`config.mk`:
```
export PLATFORM = sky130hd
export DESIGN_NAME = rvfi_check_sequencer
export DESIGN_NICKNAME = d
export VERILOG_FILES = /design/src/rtl/rvfi_seq_pkg.sv /design/src/rtl/rvfi_nth_onehot.sv /design/src/rtl/rvfi_check_sequencer.sv
export SDC_FILE = /design/constraint.sdc
export NUM_CORES = 1
export LEC_CHECK = 0
export BUFFER_PORTS_ARGS = -buffer_cell sky130_fd_sc_hd__buf_2
export CELL_PAD_IN_SITES_DETAIL_PLACEMENT = 0
export CELL_PAD_IN_SITES_GLOBAL_PLACEMENT = 1
export CORE_MARGIN = 8
export CORE_UTILIZATION = 37
export DETAILED_ROUTE_END_ITERATION = 12
export PLACE_DENSITY_LB_ADDON = 0.3
export SLEW_MARGIN = 20
export SYNTH_ARGS = -nofsm -noshare
export SYNTH_HDL_FRONTEND = slang
export SYNTH_SLANG_ARGS = --single-unit
export TNS_END_PERCENT = 30
```
`constraint.sdc`:
```
create_clock -name clock -period 1.4 [get_ports clock]
set_input_delay 0.28 -clock clock [delete_from_list [all_inputs] [get_ports clock]]
set_output_delay 0.28 -clock clock [all_outputs]
set_load 0.02 [all_outputs]
```
`src/rtl/rvfi_seq_pkg.sv`:
```
// rvfi_seq_pkg: shared types and helpers for the RVFI check sequencer.
package rvfi_seq_pkg;
    typedef enum logic [1:0] {RESET_WAIT, COUNT, DONE, ABORT} rvfi_seq_state_t;
    localparam int MAX_NRET = 32;
    localparam int CHAN_W_MAX = $clog2(MAX_NRET);
    function automatic int chan_w(input int nret);
        return nret > 1 ? $clog2(nret) : 1;
    endfunction
    function automatic int unsigned popcount(input logic [MAX_NRET-1:0] v);
        int unsigned c;
        c = 0;
        for (int i = 0; i < MAX_NRET; i++) c += 32'(v[i]);
        return c;
    endfunction
endpackage

```
`src/rtl/rvfi_nth_onehot.sv`:
```
// rvfi_nth_onehot: position of the k-th (zero-based) set bit of valid_i, scanning from bit 0.
module rvfi_nth_onehot
    import rvfi_seq_pkg::*;
#(
    parameter int N = 1,
    parameter int KW = 8,
    localparam int PW = chan_w(N)
) (
    input  logic [N-1:0]  valid_i,
    input  logic [KW-1:0] k_i,
    output logic          found_o,
    output logic [PW-1:0] pos_o
);
    int seen;
    always_comb begin
        found_o = 1'b0;
        pos_o = '0;
        seen = 0;
        for (int i = 0; i < N; i++) begin
            if (valid_i[i]) begin
                if (!found_o && seen == int'(k_i)) begin
                    found_o = 1'b1;
                    pos_o = PW'(i);
                end
                seen++;
            end
        end
    end
endmodule

```
`src/rtl/rvfi_check_sequencer.sv`:
```
// rvfi_check_sequencer: counts retirements after reset settle and strobes check on the target one.
module rvfi_check_sequencer
    import rvfi_seq_pkg::*;
#(
    parameter int NRET = 1,
    parameter int SKIP = 0,
    parameter int RESET_CYCLES = 1,
    parameter int MAX_CYCLES = 255,
    parameter int CNTW = 8,
    localparam int CHW = chan_w(NRET)
) (
    input  logic            clock,
    input  logic            reset,
    input  logic [NRET-1:0] rvfi_valid,
    input  logic [NRET-1:0] rvfi_halt,
    output logic            check,
    output logic [CHW-1:0]  check_channel,
    output logic            busy,
    output logic            done,
    output logic            aborted,
    output logic [CNTW-1:0] retire_count
);
    localparam logic [CNTW-1:0] SKIP_C = CNTW'(SKIP);
    localparam logic [CNTW-1:0] RC_LAST = CNTW'(RESET_CYCLES - 1);
    localparam logic [CNTW-1:0] MC_LAST = CNTW'(MAX_CYCLES - 1);
    localparam logic [CNTW-1:0] SAT = '1;
    localparam logic [CNTW-1:0] ONE = CNTW'(1);
    localparam rvfi_seq_state_t ST0 = RESET_CYCLES == 0 ? COUNT : RESET_WAIT;

    rvfi_seq_state_t state_q, state_d;
    logic [CNTW-1:0] cyc_q, cyc_d, cnt_q, cnt_d, k;
    logic            found, hit;
    logic [CHW-1:0]  pos;
    logic [31:0]     sum;

    // Offset of the target within this cycle's retirements; only meaningful when cnt_q <= SKIP.
    assign k = SKIP_C - cnt_q;

    rvfi_nth_onehot #(.N(NRET), .KW(CNTW)) u_nth (
        .valid_i(rvfi_valid),
        .k_i    (k),
        .found_o(found),
        .pos_o  (pos)
    );

    assign sum = 32'(cnt_q) + 32'(popcount(MAX_NRET'(rvfi_valid)));
    assign hit = state_q == COUNT && cnt_q <= SKIP_C && found;
    assign check = hit;
    assign check_channel = hit ? pos : '0;
    assign busy = state_q == RESET_WAIT || state_q == COUNT;
    assign done = state_q == DONE;
    assign aborted = state_q == ABORT;
    assign retire_count = cnt_q;

    always_comb begin
        state_d = state_q;
        cyc_d = busy ? cyc_q + ONE : cyc_q;
        cnt_d = cnt_q;
        if (state_q == RESET_WAIT && cyc_q == RC_LAST) begin
            state_d = COUNT;
            cyc_d = '0;
        end
        if (state_q == COUNT) begin
            cnt_d = sum > 32'(SAT) ? SAT : sum[CNTW-1:0];
            state_d = hit ? DONE : (|(rvfi_valid & rvfi_halt) || cyc_q == MC_LAST) ? ABORT : COUNT;
        end
    end

    always_ff @(posedge clock or negedge reset) begin
        if (!reset) begin
            state_q <= ST0;
            cyc_q <= '0;
            cnt_q <= '0;
        end else begin
            state_q <= state_d;
            cyc_q <= cyc_d;
            cnt_q <= cnt_d;
        end
    end
endmodule
```
==> run summary, run 1 <==
Via count: 871
CTS Buffer Depth: 2
First-pass GRT wire length: 3967 um
Nets@finish: 145
Clock transition at the registers of the reported paths: 0.11 ns
IO Port Bufs: 15
Most frequent cells after synthesis: 18 x dfrtp_1, 9 x nand2_1, 7 x nand3_1
Routing usage on met2: 0.2083
Core ar.: 2500 um2
Final Non-Filler Cells: 164
Worst VDD drop: 0.0004289 V
Met3 GRT Util: 0.03477
Remaining global-route overflow: 0
Netlist cell types: 36
Yosys top cell area share: 0.4574
Area of the mapped netlist: 984.7 um2
LEAKAGE: 0.0006876 uW
Placed Cells incl. Taps: 152
Final WL: 2316 um
Worst Hold Class: in2reg
Clock sink count: 18
RSZ-0062 raised after global routing: yes
Worst setup path category: reg2out
Largest fanout on the critical path: 4
Cells taking the most area after synthesis: dfrtp_1 46%, ha_1 7.6%, nand3_1 3.6%
DIE AREA: 4568 um2
DRC: 0
Max Clk Rate: 0.6025 GHz
Most common cell in the netlist: dfrtp_1
Yosys top cell by area: dfrtp_1
Final setup TNS: -1.009 ns
Final Cycle Share: 1.186
Final setup violating endpoints: 13
Antenna diodes: 0
Worst-path cell chain: nor4_2, nand3_1, inv_1, buf_6
Tmin final: 1.660 ns
Routed Antenna Nets: 0
Number of global-route vias before repair: 869
FFs w/ async S/R, synth: 1.000
Root Buffer Master: clkbuf_4
CTS buffer count: 3
Rows: 18
Power Dens Cells: 645.9 nW/um2
Largest net degree at the start of global routing: 19
Initial antenna violation count: 0
Drt pass-1 iters: 4
Initial DRC count: 35
Critical Path Sink Type: output port
Final clock skew: 0.01015 ns
H-tree levels: 1
Routability cong.: 0.8716
Register bit count reported by yosys: 18
Ys flop type: dfrtp_1
Busiest grt layer: met2
# IOs: 17
Failing checks: setup timing
Total GRT Usage: 0.1151
Synth-to-Final Area Change: 41.55%
Met1 Resource Use GR: 0.1169
Max-Cap Viols: 0
Post-synthesis sequential area ratio: 0.4574
CP startpoint kind: flop
DR WL/cell: 14.12 um
Initial Util: 0.3939
Yosys warns: 0
Worst Slack Setup Final: -0.2597 ns
EDFF count, synth: 0
CTS tree: built
Hold Vio Cnt, Final: 0
Post-Synthesis Net Count: 107
Synthesized area per cell: 10.15 um2
Clock Latency Late Sink: 0.30 ns
Avg Vias per Cell: 5.311
Arr. time, crit path: 1.38 ns
Slowest-stage cell, CP: dfrtp_1
Outcome: complete, but fails checks
Syn Inst Count: 97
Final count of pins violating max slew: 0
Die W: 67.59 um
Share of cells above drive strength 1: 0.4030
Max incr delay on CP: 0.45 ns
Die Y: 67.59 um
DP Wirelength: 1701 um
Fill count: 231
Worst Path Required: 1.12 ns
[final timing paths]
check	start	endpoint	slack (ns)	cells after the start
max reg2reg	retire_count[0]$_DFFE_PN0P_	retire_count[6]$_DFFE_PN0P_	-0.16	6
min	rvfi_halt	state_q[1]$_DFFE_PN0P_	0.31	3
min reg2reg	cyc_q[4]$_DFFE_PN0P_	cyc_q[4]$_DFFE_PN0P_	0.52	1
max in group asynchronous	reset	retire_count[0]$_DFFE_PN0P_	0.66	2
min in group asynchronous	reset	retire_count[2]$_DFFE_PN0P_	0.42	2
max	retire_count[2]$_DFFE_PN0P_	check	-0.26	4
[sequential cells by signal, indices dropped and copies added, names as in the netlist]
register and flops:
cyc_q 8, retire_count 8, state_q 2
[critical path: cells and delay by family (launching register included)]
kind,cells,cell delay [ns]
buffers and inverters,2,0.21
AND/OR/NAND/NOR,2,0.42
flip-flops,1,0.45
[what timing repair did]
action / CTS / global route
setup endpoints to repair: 9 / 15
buffers inserted: 3 / 7
pin swaps: 2 / 4
gates cloned: 0 / 0
resized for setup: 18 / 16
endpoints found under the hold margin: 18 / 0
hold buffers: 1 / 0
[layer usage]
metal	up-vias	routed length [um]
li1	418	-
met1	431	920
met2	16	1215
met3	6	120
met4	0	60
met5	-	0
[per-stage QoR]
stage                     utilization  instance area (um2)  total power (uW)  setup slack [ns]  hold slack, ns
final                          0.5576                 1394             900.3           -0.2597          0.3143
after global routing           0.5576                 1394             941.5           -0.3585          0.3302
after CTS                      0.5300                 1325             918.9           -0.2778          0.3047
after detailed placement       0.4790                 1197             578.2          -0.07984          0.2409
after global placement         0.4790                 1197             576.9          -0.04216          0.2412
after floorplan                     -                 1011             550.6           -0.1075        -0.01559
[logic make-up after synthesis]
logic type / synth area share
AOI/OAI and AO/OA: 0.06226
xor gates and xnor gates: 0.05337
adders and majority gates: 0.07624
buffers and inverters: 0.04320
DFF: 0.4574
muxes: 0.04320
other: 0.003808
and+or+nand+nor: 0.2605
[power breakdown]
part	internal [uW]	switching [uW]	total, uW	leakage (uW)
clock	159	165	324	0.0000210
sequential	521	1.44	523	0.000241
combinational	24.5	29.0	53.5	0.000425
total	705	196	900	0.000688
[layout make-up]
type,instances,area [um2],share of cell area
clock buffers,4,36.28,0.02603
inverters,5,26.28,0.01885
multi-input cells,71,551.8,0.3959
flip-flops and latches,18,452.9,0.3250
well taps,30,37.54,0.02693
repair buffers,36,289.0,0.2074
[cell usage in the layout, fill, tap and decap left out, drive strengths merged, types with 2 or more instances in the layout]
cell type / count
ha: 6
and4b: 2
buf: 35
a21oi: 2
inv: 5
nand2: 9
xnor2: 4
mux2: 2
nor4: 2
nor2: 4
mux2i: 2
or3: 2
and4: 2
nand4: 3
nand3: 7
o21ai: 5
a31oi: 2
nor3: 3
dfrtp: 18
xor2: 2
clkbuf: 4
Note: power is estimated with default switching activity, not from simulation.
==> run 2: changes to the inputs <==
GPL_ROUTABILITY_DRIVEN = 0   (was not set)
GPL_TIMING_DRIVEN = 0   (was not set)
==> run summary, run 2 (synthesis results as in run 1) <==
Post-Place Cell Area: 1124 um2 (was 1197 um2)
DR WL/cell: 14.01 um (was 14.12 um)
IO Port Bufs: 15 (unchanged)
Critical Path Sink Type: output port (unchanged)
Tmin final: 1.698 ns (was 1.660 ns)
Placed Cells incl. Taps: 142 (was 152)
Number of global-route vias before repair: 839 (was 869)
Max-Cap Viols: 0 (unchanged)
Core ar.: 2500 um2 (unchanged)
CTS buffer count: 3 (unchanged)
Worst VDD drop: 0.0007648 V (was 0.0004289 V)
DIE AREA: 4568 um2 (unchanged)
Largest net degree at the start of global routing: 19 (unchanged)
Outcome: complete, but fails checks (unchanged)
Final count of pins violating max slew: 0 (unchanged)
CP startpoint kind: flop (unchanged)
Initial DRC count: 67 (was 35)
Final WL: 2186 um (was 2316 um)
Routed Antenna Nets: 0 (unchanged)
Die Y: 67.59 um (unchanged)
Arr. time, crit path: 1.42 ns (was 1.38 ns)
Synth-to-Final Area Change: 29.73% (was 41.55%)
Flop pwr share: 0.623 (was 0.581)
Remaining global-route overflow: 0 (unchanged)
Final Cycle Share: 1.213 (was 1.186)
Comb power frac: 0.046 (was 0.059)
CTS Buffer Depth: 2 (unchanged)
Via count: 803 (was 871)
# IOs: 17 (unchanged)
Final setup TNS: -1.049 ns (was -1.009 ns)
Sw power: 194.0 uW (was 195.8 uW)
Share of cells above drive strength 1: 0.3571 (was 0.4030)
Initial Util: 0.3939 (unchanged)
Max Clk Rate: 0.5890 GHz (was 0.6025 GHz)
Drt pass-1 iters: 4 (unchanged)
Antenna diodes: 0 (unchanged)
Worst Path Required: 1.12 ns (about the same)
Final Non-Filler Cells: 156 (was 164)
Tot Pwr: 841.2 uW (was 900.3 uW)
Largest fanout on the critical path: 2 (was 4)
Worst Hold Class: in2reg (unchanged)
H-tree levels: 1 (unchanged)
DP Wirelength: 1512 um (was 1701 um)
Clock transition at the registers of the reported paths: 0.10 ns (was 0.11 ns)
Avg Vias per Cell: 5.147 (was 5.311)
Nets@finish: 137 (was 145)
LEAKAGE: 0.0006176 uW (was 0.0006876 uW)
Worst setup path category: reg2out (unchanged)
Rows: 18 (unchanged)
Final setup violating endpoints: 12 (was 13)
Initial antenna violation count: 0 (unchanged)
Commonest non-fill, non-tap cells in the layout: 15 x dfrtp_1, 12 x buf_4, 12 x buf_2 (was 16 x dfrtp_1, 14 x buf_4, 11 x buf_6)
Clock Latency Late Sink: 0.30 ns (about the same)
Net Sw Frac: 0.2306 (was 0.2175)
First-pass GRT wire length: 3663 um (was 3967 um)
Internal: 647.2 uW (was 704.6 uW)
Final clock skew: 0.008437 ns (was 0.01015 ns)
Design area: 1277 um2 (was 1394 um2)
Failing checks: setup timing (unchanged)
Clock sink count: 18 (unchanged)
DRC: 0 (unchanged)
Final core occ: 0.5110 (was 0.5576)
Total GRT Usage: 0.1038 (was 0.1151)
CTS tree: built (unchanged)
Worst Slack Setup Final: -0.2978 ns (was -0.2597 ns)
Clock Power Share: 0.331 (was 0.360)
RSZ-0062 raised after global routing: yes (unchanged)
Die W: 67.59 um (unchanged)
Commonest non-fill, non-tap cell in the layout: dfrtp_1 (unchanged)
Hold Vio Cnt, Final: 0 (unchanged)
Power Dens Cells: 658.5 nW/um2 (was 645.9 nW/um2)
Root Buffer Master: clkbuf_4 (unchanged)
## run 2: final cells by class
class                           instances  area (um2)
Fill cell                             234        1222
Multi-Input combinational cell         71       543.0
Sequential cell                        18       454.2
Timing Repair Buffer                   25       163.9
Tap cell                               30       37.54
Buffer                                  3       30.03
Clock buffer                            4       26.28
Inverter                                5       22.52
## run 2: power groups by stage
stage          Clock, uW  Sequential, uW  Combinational, uW
4_1_cts              286             524               39.6
5_1_grt              317             525               45.2
2_1_floorplan          0             536               14.5
6_report             278             524               38.5
3_5_place_dp           0             535               37.2
3_3_place_gp           0             535               36.0
## run 2: worst paths after layout
kind / startpoint / slack, ns / endpoint / cells after the start
max: state_q[1]$_DFFE_PN0P_ / -0.30 / check / 5
min: rvfi_halt / 0.32 / state_q[1]$_DFFE_PN0P_ / 3
max reg2reg: retire_count[0]$_DFFE_PN0P_ / -0.13 / retire_count[6]$_DFFE_PN0P_ / 5
min reg2reg: cyc_q[4]$_DFFE_PN0P_ / 0.52 / cyc_q[4]$_DFFE_PN0P_ / 1
max in group asynchronous: reset / 0.67 / retire_count[3]$_DFFE_PN0P_ / 2
min in group asynchronous: reset / 0.43 / retire_count[1]$_DFFE_PN0P_ / 2
## run 2: timing repair
action / 4_1_cts / 5_1_grt
pin swaps: 3 / 2
setup endpoints to repair: 7 / 11
setup buffers: 5 / 5
endpoints found under the hold margin: 18 / 0
hold buffers: 1 / 0
resized for setup: 9 / 8
## run 2: per-stage QoR
stage          hold slack, ns  worst slack, ns
6_report               0.3169          -0.2978
2_1_floorplan        -0.01559          -0.1075
3_5_place_dp           0.2365          -0.1222
5_1_grt                0.3580          -0.3768
4_1_cts                0.3128          -0.3155
3_3_place_gp           0.2363          -0.1052
## run 2: per-layer routing
layer | GRT usage | part of all wire | vias to the layer above
li1 | - | - | 403
met1 | 0.1166 | 0.44 | 385
met2 | 0.1787 | 0.49 | 13
met3 | 0.04305 | 0.056 | 2
met4 | 0.02350 | 0.0078 | 0
met5 | 0 | 0 | -
## run 2: worst max-delay path: stages, from the launching register on
cell,delay (ns)
dfrtp_1,0.40
buf_6,0.12
nor4bb_1,0.25
nand3_1,0.15
inv_1,0.09
buf_6,0.11
